`src/rtl/cdb_arbiter_pkg.sv`:
```
// Shared constants for the common data bus arbiter: ROB tag and data widths,
// source encodings and the queued {rob_pos, val} entry layout.
package cdb_arbiter_pkg;

  localparam int ROB_POS_WID = 4;
  localparam int DATA_WID    = 32;

  localparam logic SRC_ALU = 1'b0;
  localparam logic SRC_LSB = 1'b1;

  typedef struct packed {
    logic [ROB_POS_WID-1:0] rob_pos;
    logic [DATA_WID-1:0]    val;
  } cdb_entry_t;

  localparam int ENTRY_WID = $bits(cdb_entry_t);

endpackage

```
`src/rtl/cdb_fifo.sv`:
```
// Per-source result queue: DEPTH entries (power of two), pointers wrap
// naturally, full/empty come straight from the registered occupancy count.
module cdb_fifo #(
  parameter int DEPTH = 2,
  parameter int WIDTH = 36
) (
  input  logic             clk,
  input  logic             rst,
  input  logic             clear,
  input  logic             push,
  input  logic             pop,
  input  logic [WIDTH-1:0] din,
  output logic [WIDTH-1:0] head,
  output logic             full,
  output logic             empty
);

  localparam int AW = (DEPTH > 1) ? $clog2(DEPTH) : 1;

  logic [WIDTH-1:0] mem [DEPTH];
  logic [AW-1:0]    rd_ptr;
  logic [AW-1:0]    wr_ptr;
  logic [AW:0]      count;
  logic             do_push;
  logic             do_pop;

  assign full  = (count == (AW+1)'(DEPTH));
  assign empty = (count == '0);
  assign head  = mem[rd_ptr];

  // A full queue still accepts a push when its head leaves in the same cycle.
  assign do_pop  = pop && !empty;
  assign do_push = push && (!full || do_pop);

  always_ff @(posedge clk) begin
    if (rst || clear) begin
      rd_ptr <= '0;
      wr_ptr <= '0;
      count  <= '0;
    end else begin
      if (do_push) wr_ptr <= wr_ptr + AW'(1);
      if (do_pop)  rd_ptr <= rd_ptr + AW'(1);
      case ({do_push, do_pop})
        2'b10:   count <= count + (AW+1)'(1);
        2'b01:   count <= count - (AW+1)'(1);
        default: count <= count;
      endcase
    end
  end

  always_ff @(posedge clk) begin
    if (!rst && !clear && do_push) mem[wr_ptr] <= din;
  end

endmodule

```
`src/rtl/cdb_arbiter.sv`:
```
// Round-robin arbiter merging ALU and LSB results onto one registered CDB.
// A request is accepted when *_full is low; CDB_BYPASS_EN lets a request to an empty queue skip it.
module cdb_arbiter
  import cdb_arbiter_pkg::*;
#(
  parameter int DEPTH = 2
) (
  input  logic                   clk,
  input  logic                   rst,
  input  logic                   rdy,
  input  logic                   rollback,
  input  logic                   alu_result,
  input  logic [ROB_POS_WID-1:0] alu_result_rob_pos,
  input  logic [DATA_WID-1:0]    alu_result_val,
  input  logic                   lsb_result,
  input  logic [ROB_POS_WID-1:0] lsb_result_rob_pos,
  input  logic [DATA_WID-1:0]    lsb_result_val,
  output logic                   alu_full,
  output logic                   lsb_full,
  output logic                   cdb_valid,
  output logic [ROB_POS_WID-1:0] cdb_rob_pos,
  output logic [DATA_WID-1:0]    cdb_val,
  output logic                   cdb_src,
  output logic                   ovf_err
);

  cdb_entry_t alu_entry, lsb_entry, alu_head, lsb_head, alu_data, lsb_data;
  logic active, flush;
  logic alu_req, lsb_req;
  logic alu_empty, lsb_empty;
  logic alu_byp, lsb_byp;
  logic alu_cand, lsb_cand;
  logic grant_alu, grant_lsb;
  logic alu_push, lsb_push, alu_pop, lsb_pop;
  logic ovf_next;
  logic rr_ptr;

  assign active = rdy && !rollback;
  assign flush  = rdy && rollback;

  assign alu_req = alu_result && active;
  assign lsb_req = lsb_result && active;

  assign alu_entry.rob_pos = alu_result_rob_pos;
  assign alu_entry.val     = alu_result_val;
  assign lsb_entry.rob_pos = lsb_result_rob_pos;
  assign lsb_entry.val     = lsb_result_val;

`ifdef CDB_BYPASS_EN
  assign alu_byp = alu_req && alu_empty;
  assign lsb_byp = lsb_req && lsb_empty;
`else
  assign alu_byp = 1'b0;
  assign lsb_byp = 1'b0;
`endif

  assign alu_cand = !alu_empty || alu_byp;
  assign lsb_cand = !lsb_empty || lsb_byp;

  assign grant_alu = active && alu_cand && (!lsb_cand || rr_ptr == SRC_ALU);
  assign grant_lsb = active && lsb_cand && (!alu_cand || rr_ptr == SRC_LSB);

  // A winning bypass goes straight to the CDB; a losing one is queued.
  assign alu_pop  = grant_alu && !alu_empty;
  assign lsb_pop  = grant_lsb && !lsb_empty;
  assign alu_push = alu_req && !(alu_byp && grant_alu);
  assign lsb_push = lsb_req && !(lsb_byp && grant_lsb);

  assign alu_data = alu_byp ? alu_entry : alu_head;
  assign lsb_data = lsb_byp ? lsb_entry : lsb_head;

  assign ovf_next = (alu_push && alu_full && !alu_pop) ||
                    (lsb_push && lsb_full && !lsb_pop);

  cdb_fifo #(.DEPTH(DEPTH), .WIDTH(ENTRY_WID)) u_alu_fifo (
    .clk   (clk),
    .rst   (rst),
    .clear (flush),
    .push  (alu_push),
    .pop   (alu_pop),
    .din   (alu_entry),
    .head  (alu_head),
    .full  (alu_full),
    .empty (alu_empty)
  );

  cdb_fifo #(.DEPTH(DEPTH), .WIDTH(ENTRY_WID)) u_lsb_fifo (
    .clk   (clk),
    .rst   (rst),
    .clear (flush),
    .push  (lsb_push),
    .pop   (lsb_pop),
    .din   (lsb_entry),
    .head  (lsb_head),
    .full  (lsb_full),
    .empty (lsb_empty)
  );

  always_ff @(posedge clk) begin
    if (rst) begin
      cdb_valid   <= 1'b0;
      cdb_src     <= SRC_ALU;
      cdb_rob_pos <= '0;
      cdb_val     <= '0;
      rr_ptr      <= SRC_ALU;
      ovf_err     <= 1'b0;
    end else if (rdy) begin
      if (ovf_next) ovf_err <= 1'b1;
      if (rollback) begin
        cdb_valid <= 1'b0;
        rr_ptr    <= SRC_ALU;
      end else begin
        cdb_valid <= grant_alu || grant_lsb;
        if (grant_alu) begin
          cdb_src     <= SRC_ALU;
          cdb_rob_pos <= alu_data.rob_pos;
          cdb_val     <= alu_data.val;
        end else if (grant_lsb) begin
          cdb_src     <= SRC_LSB;
          cdb_rob_pos <= lsb_data.rob_pos;
          cdb_val     <= lsb_data.val;
        end
        // The pointer only moves when both sources actually contended.
        if (alu_cand && lsb_cand) rr_ptr <= grant_alu ? SRC_LSB : SRC_ALU;
      end
    end
  end

endmodule

```
`config.mk`:
```
export PLATFORM = sky130hd
export DESIGN_NAME = cdb_arbiter
export DESIGN_NICKNAME = d
export VERILOG_FILES = /design/src/rtl/cdb_arbiter_pkg.sv /design/src/rtl/cdb_fifo.sv /design/src/rtl/cdb_arbiter.sv
export SDC_FILE = /design/constraint.sdc
export NUM_CORES = 1
export LEC_CHECK = 0
export BUFFER_PORTS_ARGS = -buffer_cell sky130_fd_sc_hd__clkbuf_2
export CELL_PAD_IN_SITES_DETAIL_PLACEMENT = 1
export CELL_PAD_IN_SITES_GLOBAL_PLACEMENT = 1
export CORE_ASPECT_RATIO = 1.5
export CORE_UTILIZATION = 46
export CTS_CLUSTER_SIZE = 12
export DETAILED_ROUTE_END_ITERATION = 8
export PLACE_DENSITY = 0.78
export SYNTH_ARGS = -nofsm -noshare
export SYNTH_HDL_FRONTEND = slang
export SYNTH_SLANG_ARGS = --single-unit
```
`constraint.sdc`:
```
create_clock -name clk -period 4.8 [get_ports clk]
set_input_delay 0.24 -clock clk [delete_from_list [all_inputs] [get_ports clk]]
set_output_delay 0.24 -clock clk [all_outputs]
set_load 0.02 [all_outputs]
```
==> metrics.txt, run 1 <==
CTS resizes=0; Routability Congestion=0.727; register bit total from synthesis=194; initial core utilization=47.6%; Site Rows=55; Worst EP required=5150 ps; Largest stage delay, worst path=around 600 ps; worst-margin pin slew=1280 ps; clock tree buffer depth=2; Die X=104 um; initial drt markers=206; grt ovf=0; status=complete, no violations; max_cap viols=0; dpl ws=approximately 1800 ps; I/O Buffers=approximately 120; final worst slack=slightly above 2000 ps; Async SR Flop Fraction=0%; Critical Path Start=u_alu_fifo.count[0]; Hold Violations, Final=0; synthesized area=~7200 sq um; Final #Nets=697; Net Count, Synth=541; Int Power=approximately 2.8 mW; Ys Warns=0; post-route DRC violation count=0; pin count of the biggest net entering global routing=39; antenna violations before repair=0; sequential area share after synthesis=73.6%; peak supply drop=0.000249 V; Mapped Avg Cell Area=15.7 sq um; Post-synth EDFFs=144; combinational family with the most area after synthesis=multiplexers; H-tree depth=4; Setup Crit Path Kind=register to register; Root Buffer Master=clkbuf_16; Synth-to-Final Area Change=25.3%; Adder-Cell Fraction of Synth Area=0.346%; full die area=16300 sq um; Synth Flop Type=edfxtp_1; DP Wirelength=10.3 mm; clk_lat worst skew=430 ps; worst hold path type=input pin to register; post-synthesis cell type count=35; post-CTS setup buffer count=0; Sw Ratio=21.4%; Crit. End Element=register; ANT nets after route=0; Logic pwr share=4.5%; period utilization=57.8%; Clock Pin Slew Worst Setup and Hold Paths=80 ps; top fanout value on the critical path=38; Die Y=156 um; first-pass GRT wire length=27.4 mm; share of cells above drive strength 1=26.7%; switching power=around 0.76 mW; met3 Resource Use GR=4.22%; gr usage total=22.7%; Leak=3.24 nW; Hold Startpoint=alu_result_val[23]; overall power after layout=3.55 mW; Max Freq=between 300 and 400 MHz; Synth Area in XOR/XNOR=0.847%; CP endpoint=u_alu_fifo.count[1]; unrepaired setup endpoints after global routing=false; Vias=4520; Antenna diodes=0; # hold bufs at CTS=40; critical path's slowest cell=inv_2; Core Area=~15000 sq um; compound-cell area share of the yosys netlist=7.02%; worst r2r path cells=7; busiest grt layer=met2; cell chain of the critical path=nor2_2 -> nand3b_1 -> buf_4 -> inv_2 -> ha_1 -> or3_1 -> a21oi_1; mux contribution to synthesized area=9.96%; Post-Route WL=roughly 18 mm; vias per cell=5.45; min cycle time layout=2770 ps; endpoint arrival time on the critical path=3130 ps; pwr/cell area=around 400 nW/um^2; Num CTS Buffers=17; TritonCTS clock tree=built; CTS Sinks=194; RR Startpoint=u_alu_fifo.count[0]; reg2reg setup slack=2030 ps; WL/cell=21.4 um; setup TNS=0 ps; vias in the first global route=5002; met2 Resource Use GR=about two fifths; sequential power share=51.7%; Worst Setup Start Kind=register; Slew Viols, Final=0; drt pass-1 iters=4; worst flop-to-flop path endpoint=u_alu_fifo.count[1]; setup violators final=0; clock share of power=between 40% and 50%; final core utilization=59.6%; I/O pin cnt=119; Synth Area in Simple Gates=under 10%; Max-slew headroom=13.9%; GR Layer Usage met1=25.5%; Setup Skew=14.9 ps; Cells after Synth=461
==> layout by cell type (no fill, tap or decap), types with 11 or more instances in the layout <==
master / netlist / final
dfxtp_1: 50 / 48
clkbuf_2: 0 / 118
edfxtp_1: 144 / 144
nand2_1: 73 / 73
nor2_1: 11 / 11
a32o_1: 36 / 36
dlygate4sd3_1: 0 / 40
mux2i_1: 72 / 72
clkbuf_16: 0 / 17
==> cell families (layout without fill, tap and decap cells) <==
logic type / after synthesis / in the layout
xor gates and xnor gates: 7 / 7
buffers and inverters: 33 / 202
and+or+nand+nor: 99 / 99
muxes: 72 / 72
DFF: 194 / 194
AOI/OAI and AO/OA: 54 / 54
adders and majority gates: 2 / 2
==> worst min-delay path by stage <==
| stage | end | slack [ps] | cells after the start |
|---|---|---|---|
| after global placement | u_alu_fifo.mem[0][15] | 430 | 1 |
| after global routing | u_lsb_fifo.mem[0][11] | 2 | 1 |
| after floorplan | u_alu_fifo.mem[0][0] | 340 | 0 |
| final | u_alu_fifo.mem[1][23] | 10 | 1 |
| after detailed placement | u_alu_fifo.mem[1][27] | 430 | 1 |
| after CTS | u_lsb_fifo.mem[1][25] | 0.9 | 1 |
==> synth_stat cells (3+ instances only) <==
master,instances,area [sq um]
a21oi_1,5,25.0
xnor2_1,4,35.0
xor2_1,3,26.3
buf_4,8,60.1
nor2_1,11,41.3
nor3_1,4,20.0
mux2i_1,72,721
edfxtp_1,144,4320
buf_2,13,65.1
o21ai_0,3,15.0
inv_1,5,18.8
a32o_1,36,360
dfxtp_1,50,1000
buf_6,3,33.8
nand2_1,73,274
==> routing by layer <==
layer,vias to the layer above,wire length [um]
met5,-,0
met4,0,557
met3,48,772
met2,146,9520
met1,2270,6860
li1,2056,-
==> per-stage QoR <==
stage	hold slack, ps	std cells	cell area, sq um
6_report	11.3	829	9070
3_5_place_dp	434	757	8020
3_3_place_gp	429	757	8020
5_1_grt	1.82	829	9070
4_1_cts	0.937	829	9070
2_1_floorplan	339	461	7240
==> power by group through the flow <==
stage,Combinational (mW),Sequential [mW],Clock (mW)
final,0.160,1.83,1.55
after global routing,0.173,1.84,1.63
after CTS,0.160,1.83,1.57
after detailed placement,0.131,1.87,0
after global placement,0.124,1.87,0
after floorplan,0.0614,1.87,0
==> final cells by class <==
type	instances	area [sq um]
clock buffer	17	425
clock inverter	15	223
fill	1454	6140
inverter	6	22.5
multi-input combinational	234	1750
sequential	194	5330
tap	199	249
timing repair buffer	164	1070
==> worst max-delay path: cells and delay by family, from the launching register on <==
family | cells | cell delay (ps)
fa+ha+maj | 1 | 380
compound gates | 1 | 160
buf+inv | 2 | 910
simple gates | 3 | 670
flops | 1 | 550
==> state kept, by name, indices dropped and copies added (netlist names), named ones only <==
| name | cells |
|---|---|
| ovf_err | 1 |
| rr_ptr | 1 |
| cdb_src | 1 |
| u_lsb_fifo.rd_ptr | 1 |
| cdb_rob_pos | 4 |
| u_alu_fifo.mem | 72 |
| cdb_valid | 1 |
| u_alu_fifo.wr_ptr | 1 |
| u_alu_fifo.count | 2 |
| u_lsb_fifo.count | 2 |
| cdb_val | 32 |
| u_alu_fifo.rd_ptr | 1 |
| u_lsb_fifo.wr_ptr | 1 |
| u_lsb_fifo.mem | 72 |
No activity file was read; power rests on OpenSTA's default activity.
==> run 2, diff against run 1 <==
==> constraint.sdc (replaced) <==
create_clock -name clk -period 2.6 [get_ports clk]
set_input_delay 0.13 -clock clk [delete_from_list [all_inputs] [get_ports clk]]
set_output_delay 0.13 -clock clk [all_outputs]
set_load 0.02 [all_outputs]
==> metrics.txt, run 2 (same netlist as run 1, synthesis figures left out) <==
gr usage total=22.0% (-0.75 points); full die area=16300 sq um (unchanged); Worst EP required=2950 ps (-2200 ps); worst-margin pin slew=721 ps (-563 ps); setup TNS=0 ps (unchanged); period utilization=85.0% (+27 points); Post-Route WL=17.1 mm (-3.2%); peak supply drop=0.000447 V (+80%); Crit. End Element=register; share of cells above drive strength 1=25.9% (-0.74 points); final non-filler cell total=870 (+4.9%); ANT nets after route=0 (unchanged); initial core utilization=47.6% (unchanged); drt pass-1 iters=4 (unchanged); final core utilization=61.8% (+2.1 points); vias per cell=5.21 (-4.4%); top fanout value on the critical path=6 (-84%); H-tree depth=4 (unchanged); Vias=4533 (+0.29%); endpoint arrival time on the critical path=2560 ps (-570 ps); Max-slew headroom=51.9% (+38 points); I/O Buffers=118 (unchanged); overall power after layout=6.25 mW (+76%); first-pass GRT wire length=26.2 mm (-4.3%); post-CTS setup buffer count=0 (unchanged); pwr/cell area=666 nW/um^2 (+70%); Die X=104 um (unchanged); antenna violations before repair=0 (unchanged); fill count=1467 (+0.89%); post-route cell area=9390 sq um (+3.6%); CTS Sinks=194 (unchanged); Setup Crit Path Kind=register to register; Placement Cell Area=8070 sq um (+0.58%); unrepaired setup endpoints after global routing=false; pin count of the biggest net entering global routing=38 (-2.6%); commonest non-fill, non-tap cells in the layout=edfxtp_1, clkbuf_2, dlygate4sd3_1; reg2reg setup slack=390 ps (-1640 ps); Routability Congestion=0.846 (+16%); Antenna diodes=0 (unchanged); worst hold path type=input pin to register; Setup Skew=12.9 ps (-1.96 ps); Die Y=156 um (unchanged); I/O pin cnt=119 (unchanged); Final #Nets=739 (+6.0%); grt ovf=0 (unchanged); max_cap viols=0 (unchanged); WL/cell=19.7 um (-7.8%); setup violators final=0 (unchanged); commonest non-fill, non-tap cell in the layout=edfxtp_1; vias in the first global route=4918 (-1.7%); Largest regs=u_alu_fifo.mem: 72 flops, u_lsb_fifo.mem: 72 flops, cdb_val: 32 flops; Root Buffer Master=clkbuf_16; status=complete, no violations; Clock Pin Slew Worst Setup and Hold Paths=80 ps (about the same); Synth-to-Final Area Change=29.7%; Leak=3.39 nW (+4.7%); clock tree buffer depth=2 (unchanged); post-route DRC violation count=0 (unchanged); initial drt markers=227 (+10%); Cells after DPL=764 (+0.92%); Site Rows=55 (unchanged); Num CTS Buffers=17 (unchanged); Worst Setup Start Kind=register; CTS resizes=0 (unchanged); Core Area=15200 sq um (unchanged); Max Freq=452 MHz (+26%); Slew Viols, Final=0 (unchanged); DP Wirelength=11.4 mm (+12%); Hold Violations, Final=0 (unchanged); clk_lat worst skew=420 ps (about the same); min cycle time layout=2210 ps (-564 ps); TritonCTS clock tree=built
run 2: cell count changes in the layout (fill, tap and decap cells not counted), moves of 2 or more:
cell and change:
buf_12 -2, buf_4 +9, bufinv_16 -3, clkinvlp_4 +3, dlygate4sd3_1 +35, nor3_2 -4
nor3_4 +4
run 2: repair_timing:
| item | in CTS | in global routing |
|---|---|---|
| hold endpoints to repair | 148 | 0 |
| setup endpoints to repair | 0 | 0 |
| hold buffers | 75 | 0 |
run 2: area by class of cell:
class | count | area [sq um] | share of cell area [%]
Multi-Input combinational cell | 234 | 1770 | 18.8
Clock inverter | 14 | 149 | 1.59
Sequential cell | 194 | 5330 | 56.7
Timing Repair Buffer | 206 | 1450 | 15.5
Tap cell | 199 | 249 | 2.65
Inverter | 6 | 22.5 | 0.240
Clock buffer | 17 | 425 | 4.53
run 2: critical path: stages, from the launching register on:
cell and delay (ps):
dfxtp_1 490, inv_1 130, o311ai_2 600, ha_1 390, or3_1 380, a21oi_1 150
run 2: report_power, final:
part | switching [mW] | internal, mW
Sequential | 0.0228 | 3.36
Clock | 1.17 | 1.35
Combinational | 0.173 | 0.171
Total | 1.37 | 4.88
run 2: stage by stage:
step                setup WS (ps)  hold slack [ps]
global route                  290             66.3
CTS                           417             4.15
floorplan                    25.2              229
finish                        389             54.9
global placement              571              320
detailed placement            411              323
run 2: worst paths after layout:
| kind | startpoint | end | depth (start not counted) |
|---|---|---|---|
| hold reg to reg | cdb_val[17] | cdb_val[17] | 1 |
| hold / removal | rdy | cdb_valid | 3 |
| setup reg to reg | u_alu_fifo.count[1] | u_alu_fifo.count[1] | 5 |
| setup / recovery | u_alu_fifo.count[1] | u_alu_fifo.count[1] | 5 |
run 2: metal layers:
layer | part of all wire (%) | track usage (%) | wire (um) | up-vias
li1 | - | - | - | 2135
met4 | 2.9 | 9.25 | 497 | 0
met2 | 57 | 43.0 | 9770 | 120
met3 | 4.3 | 5.26 | 739 | 20
met5 | 0 | 0 | 0 | -
met1 | 36 | 21.6 | 6130 | 2258
